<file path="config.mk">
export PLATFORM = sky130hd
export DESIGN_NAME = mips_mem_arbiter
export DESIGN_NICKNAME = d
export VERILOG_FILES = /design/src/rtl/mips_mem_arbiter.sv
export SDC_FILE = /design/constraint.sdc
export NUM_CORES = 1
export LEC_CHECK = 0
export ABC_AREA = 0
export BUFFER_PORTS_ARGS = -buffer_cell sky130_fd_sc_hd__buf_2
export CAP_MARGIN = 20
export CORE_ASPECT_RATIO = 0.9
export CORE_MARGIN = 2
export CORE_UTILIZATION = 34
export CTS_CLUSTER_DIAMETER = 30
export DETAILED_ROUTE_END_ITERATION = 8
export GPL_ROUTABILITY_DRIVEN = 0
export SETUP_SLACK_MARGIN = 0.05
export SLEW_MARGIN = 20
export SYNTH_ARGS = -nofsm -noshare
export SYNTH_HDL_FRONTEND = slang
export SYNTH_SLANG_ARGS = --single-unit
</file>
<file path="constraint.sdc">
create_clock -name clk -period 6.3 [get_ports clk]
set_input_delay 0 -clock clk [delete_from_list [all_inputs] [get_ports clk]]
set_output_delay 0 -clock clk [all_outputs]
set_load 0.05 [all_outputs]
</file>
<file path="src/rtl/mips_mem_arbiter.sv">
// Arbitrates one variable-latency memory port between instruction fetch and the
// load/store stage; data requests win, transactions time out into a sticky bus error.
module mips_mem_arbiter #(
    parameter int AW      = 32,
    parameter int TIMEOUT = 16
) (
    input  logic          clk,
    input  logic          res,
    input  logic          if_req,
    input  logic [AW-1:0] if_addr,
    output logic          if_done,
    output logic [31:0]   if_rdata,
    input  logic          dm_req,
    input  logic          dm_we,
    input  logic [AW-1:0] dm_addr,
    input  logic [31:0]   dm_wdata,
    input  logic [3:0]    dm_be,
    output logic          dm_done,
    output logic [31:0]   dm_rdata,
    output logic          stall_if,
    output logic          stall_mem,
    output logic          mem_req,
    output logic          mem_we,
    output logic [AW-1:0] mem_addr,
    output logic [31:0]   mem_wdata,
    output logic [3:0]    mem_be,
    input  logic          mem_ack,
    input  logic [31:0]   mem_rdata,
    output logic          bus_err
);
    localparam int CW = (TIMEOUT > 2) ? $clog2(TIMEOUT) : 1;
    localparam logic [CW-1:0] CNT_LAST = CW'(TIMEOUT - 1);

    typedef enum logic [1:0] {IDLE, BUSY, RESP} state_t;

    state_t          state_reg;
    logic            owner_dm_reg;
    logic [CW-1:0]   cnt_reg;
    logic            if_done_reg;
    logic            dm_done_reg;
    logic [31:0]     if_rdata_reg;
    logic [31:0]     dm_rdata_reg;
    logic            mem_req_reg;
    logic            mem_we_reg;
    logic [AW-1:0]   mem_addr_reg;
    logic [31:0]     mem_wdata_reg;
    logic [3:0]      mem_be_reg;
    logic            bus_err_reg;

    always_ff @(posedge clk or posedge res) begin
        if (res) begin
            state_reg     <= IDLE;
            owner_dm_reg  <= 1'b0;
            cnt_reg       <= '0;
            if_done_reg   <= 1'b0;
            dm_done_reg   <= 1'b0;
            if_rdata_reg  <= '0;
            dm_rdata_reg  <= '0;
            mem_req_reg   <= 1'b0;
            mem_we_reg    <= 1'b0;
            mem_addr_reg  <= '0;
            mem_wdata_reg <= '0;
            mem_be_reg    <= '0;
            bus_err_reg   <= 1'b0;
        end else begin
            if_done_reg <= 1'b0;
            dm_done_reg <= 1'b0;
            case (state_reg)
                IDLE: begin
                    // Data side wins: it carries the older instruction in the pipeline.
                    if (dm_req) begin
                        owner_dm_reg  <= 1'b1;
                        mem_we_reg    <= dm_we;
                        mem_addr_reg  <= dm_addr;
                        mem_wdata_reg <= dm_wdata;
                        mem_be_reg    <= dm_be;
                        mem_req_reg   <= 1'b1;
                        cnt_reg       <= '0;
                        state_reg     <= BUSY;
                    end else if (if_req) begin
                        owner_dm_reg  <= 1'b0;
                        mem_we_reg    <= 1'b0;
                        mem_addr_reg  <= if_addr;
                        mem_be_reg    <= 4'hF;
                        mem_req_reg   <= 1'b1;
                        cnt_reg       <= '0;
                        state_reg     <= BUSY;
                    end
                end
                BUSY: begin
                    if (mem_ack) begin
                        mem_req_reg <= 1'b0;
                        state_reg   <= RESP;
                        if (owner_dm_reg) begin
                            dm_done_reg <= 1'b1;
                            if (!mem_we_reg) dm_rdata_reg <= mem_rdata;
                        end else begin
                            if_done_reg  <= 1'b1;
                            if_rdata_reg <= mem_rdata;
                        end
                    end else if (cnt_reg == CNT_LAST) begin
                        // Abort: owner still gets its done pulse, with zeroed data.
                        mem_req_reg <= 1'b0;
                        bus_err_reg <= 1'b1;
                        state_reg   <= RESP;
                        if (owner_dm_reg) begin
                            dm_done_reg  <= 1'b1;
                            dm_rdata_reg <= '0;
                        end else begin
                            if_done_reg  <= 1'b1;
                            if_rdata_reg <= '0;
                        end
                    end else begin
                        cnt_reg <= cnt_reg + 1'b1;
                    end
                end
                RESP:    state_reg <= IDLE;
                default: state_reg <= IDLE;
            endcase
        end
    end

    assign if_done   = if_done_reg;
    assign dm_done   = dm_done_reg;
    assign if_rdata  = if_rdata_reg;
    assign dm_rdata  = dm_rdata_reg;
    assign mem_req   = mem_req_reg;
    assign mem_we    = mem_we_reg;
    assign mem_addr  = mem_addr_reg;
    assign mem_wdata = mem_wdata_reg;
    assign mem_be    = mem_be_reg;
    assign bus_err   = bus_err_reg;
    assign stall_if  = if_req & ~if_done_reg;
    assign stall_mem = dm_req & ~dm_done_reg;

endmodule

</file>
Yosys cells after proc, flatten, opt, wreduce, memory -nomap -nowiden
Cells that the tools add are included.

operators by class
  eq/ne operators = 7
  reductions and logical operators = 12
  bitwise logic cells = 6
  add/sub/neg operators = 1
  mux-type cells = 39

operator list
  operator               number
  $mux W32               11
  $mux W4                6
  $mux W1                15
  $reduce_and A3 Y1      3
  $mux W2                4
  $pmux W4 S2            1
  $reduce_and A4 Y1      2
  $ne A2 B2 Y1 const B   3
  $ne A3 B3 Y1 const B   2
  $reduce_and A2 Y1      3
  $reduce_bool A2 Y1     3
  $add A4 B1 Y4 const B  1
  $eq A4 B4 Y1 const B   1
  $not A1 Y1             4
  $pmux W2 S2            1
  $and A1 B1 Y1          2
  $eq A2 B1 Y1 const B   1
  $logic_not A2 Y1       1
  $pmux W1 S2            1

storage, ports and cells
  flip-flop bits (word level) = 144
  input port bits = 138
  output and inout bits = 139
  logic and storage cells = 78

Depth between registers and ports, before layout
  word-level depth = 4
  gate-level depth with buffers = 6
  depth with buffers taken out = 4

Worst setup path before layout
OpenSTA, ideal clock, no wires.

  kind = reg2reg
  start point = register cnt_reg[0]
  end point = register if_rdata_reg[0] (netlist: if_rdata[0])
  arrival time = 1.481 ns
  slack = 4.698 ns
  stages on the path, launching flop included = 7
  required time = 6.179 ns
  library setup time = 0.121 ns
  buffers on the path = 2
  period minus slack after synthesis = 1.602 ns
  path through = dfrtp_1 ha_1 a31oi_2 or3_1 buf_2 buf_6 a22o_1

between the ends
  cells in the longest elaborated chain, start to end = 3

RTL lines
  what                          line  RTL
  start, declared               38    logic [CW-1:0] cnt_reg;
  start signal, assigned        114   cnt_reg <= cnt_reg + 1'b1;
  $eq A4 B4 Y1                  101   end else if (cnt_reg == CNT_LAST) begin
  $reduce_bool A2 Y1 (no line)  -
  $reduce_and A3 Y1 (no line)   -
  end signal, assigned          99    if_rdata_reg <= mem_rdata;
  end, declared                 41    logic [31:0] if_rdata_reg;

Every way passes these cells.
A chain may end at the register's enable or synchronous reset.

Final worst setup path
  start point = register cnt_reg[0]
  end point = register if_rdata_reg[27] (netlist: if_rdata[27])

Same word-level chain as after synthesis.

==> run metrics <==
Slowest Stage Delay on Critical Path=0.76 ns; proportion of power drawn by the clock network=20.0%; first-pass GRT wire length=27540 um; MaxCap Viol Count=0; Sw Share=49.41%; 1st-pass router iterations=4; delay-heaviest family, CP=simple AND/OR/NAND/NOR gates; initial DRC count=217; count of cell types in the netlist=36; die height=126.3 um; Critical Path End Type=flop; Layout Nets=960; Post-synth EDFFs=0; core area=16190 um^2; Filler cells=1325; Worst Tran Pin Value=0.9298 ns; Reg2Reg Depth=4; Vias=5161; post-route insts no fill=1042; P_int=2.789 mW; Port Buffers=276; design area=9224 um^2; Hold Slack=0.2347 ns; worst hold path type=in2async; Psw=2.723 mW; postcts setup bufs=0; Req. time, crit path=6.60 ns; Area growth, synth to finish=63.28%; status=finished, final reports clean; synthesized area=5649 um^2; Worst EP arrival=2.32 ns; Crit Path Max Fanout=33; Critical Path Source Type=flop; cts hold-fix bufs=136; endpoints failing hold=0; starting density of the core=34.90%; H-tree levels=4; post-synth top area share=63.79%; Routed WL per cell=16.60 um; CP Class=reg2reg; # resized after CTS=0; crit-path cells=ha_1 > a31oi_2 > or3_2 > a22o_1; layout cells sized above 1=42.69%; placed cell count=873; setup TNS after final layout=0 ns; number of global-route vias before repair=5452; sequential area share after synthesis=63.79%; RSZ-0062 raised after global routing=no; Synth Instances=415; Tot GR Track Use=19.60%; vias per std cell=4.953; top_reg_cell synth=dfrtp_1; die width=139.9 um; Peak VDD IR=412.8 uV; FF+latch count, synth=144; clock skew=0.008382 ns; initial antenna violation count=1; Synth Net Count=554; CTS root buf=clkbuf_16; Crit. path cell count=4; leading post-synthesis cells by cell area=dfrtp_1, a22o_1, mux2_2, mux2i_1, o21ai_0; post-DP HPWL=10680 um; mean post-synth cell area=13.61 um^2; PwrDens=597.6 nW/um^2; CTS buffer count=17; Critical-path top delay cell=or3_2; I/O pin total=277; Buf/Inv on CP=0; Rows=44; Final ANT Viol Nets=0; Slew Limit Fails=0; Routed WL=17300 um; Slew HR=38.01%; pin count of the biggest net entering global routing=75; combinational fraction of design power=50.8%; GRT overflow=0; DRC=0; final worst-path cycle share=32.06%; leading area contributor after synthesis=dfrtp_1; Synth warnings=0; clk slew on worst S/H paths=0.06 ns; DP Area=7207 um^2; asr flop ratio synth=100.0%; TritonCTS clock tree=yes; min Tclk post-route=2.020 ns; sequential share of power=29.2%; DIE AREA=17660 um^2; CTS Sinks=144; worst-skew pair later-pin latency=0.41 ns; clk buf depth=2; f_max=495.1 MHz; # setup viols final=0; LEAKAGE=4.649 nW
power groups by stage:
| stage | Sequential, mW | Combinational, mW | Clock, mW |
|---|---|---|---|
| floorplan | 3.03 | 0.630 | 0 |
| global placement | 1.60 | 2.70 | 0 |
| detailed placement | 1.60 | 2.73 | 0 |
| CTS | 1.60 | 2.80 | 1.13 |
| global route | 1.66 | 2.93 | 1.18 |
| finish | 1.61 | 2.80 | 1.10 |
metrics by stage:
step | util, % | total power [mW] | setup slack (ns)
finish | 56.99 | 5.512 | 4.280
global route | 56.99 | 5.767 | 4.186
CTS | 56.97 | 5.536 | 3.993
detailed placement | 44.53 | 4.336 | 4.026
global placement | 44.45 | 4.299 | 4.105
floorplan | - | 3.656 | 2.434
cells in the final DEF (no fill, tap or decap), drive strengths merged, types with 2 or more instances in the layout:
cell type,instances
buf,282
dfrtp,144
dlygate4sd3,136
o21ai,66
a22o,65
mux2i,33
mux2,32
clkbuf,19
inv,8
nand2,5
nor2,5
o22a,4
bufinv,4
nor3b,3
a31o,2
nand3b,2
nor2b,2
nand3,2
clkinv,2
clkinvlp,2
routing by layer:
| metal | GRT usage (%) | share of wire [%] |
|---|---|---|
| met1 | 23.92 | 41 |
| met5 | 0 | 0 |
| met2 | 33.00 | 50 |
| met4 | 8.647 | 2.6 |
| met3 | 4.943 | 5.8 |
cell type report:
cell class,instances,area [um^2],share of cell area (%)
Timing Repair Buffer,418,2788,30.22
Clock inverter,13,198.9,2.157
Clock buffer,19,452.9,4.910
Sequential cell,144,3603,39.07
Antenna cell,1,2.502,0.02713
Tap cell,207,259.0,2.808
Inverter,3,16.27,0.1763
Multi-Input combinational cell,237,1903,20.63
path summary, 6_finish.rpt:
kind	slack, ns	start	endpoint
setup reg to reg	4.28	cnt_reg[0]$_DFFE_PP0P_	if_rdata[27]$_DFFE_PP0P_
setup / recovery	4.28	cnt_reg[0]$_DFFE_PP0P_	if_rdata[27]$_DFFE_PP0P_
max in group asynchronous	4.70	res	if_done$_DFF_PP0_
hold / removal	0.23	res	mem_wdata[12]$_DFFE_PP0P_
min in group clk	0.35	dm_wdata[12]	mem_wdata[12]$_DFFE_PP0P_
hold reg to reg	0.48	mem_be[0]$_DFFE_PP0P_	mem_be[0]$_DFFE_PP0P_
worst reg2reg max path: cells and delay by family (launching register included):
| family | cells | cell delay, ns |
|---|---|---|
| AND/OR/NAND/NOR | 1 | 0.76 |
| adder cells (fa/ha/maj) | 1 | 0.28 |
| flip-flops | 1 | 0.38 |
| AO/OA/AOI/OAI | 2 | 0.49 |
Yosys cell counts (4+ instances only):
| cell type | instances |
|---|---|
| nor2_1 | 5 |
| mux2_2 | 32 |
| clkbuf_1 | 14 |
| nand2_1 | 5 |
| a22o_1 | 65 |
| dfrtp_1 | 144 |
| o22a_1 | 4 |
| o21ai_0 | 63 |
| buf_2 | 11 |
| mux2i_1 | 33 |
kinds of logic (layout without fill, tap and decap cells):
logic type,count (synthesis),after routing,share of synthesized area [%]
compound gates,143,143,17.72
fa+ha+maj,1,1,0.2214
buf+inv,34,453,3.101
flops,144,144,63.79
mux,65,65,12.23
other cells,0,1,0
simple gates,28,28,2.946
Power figures use the tool's default switching activity.
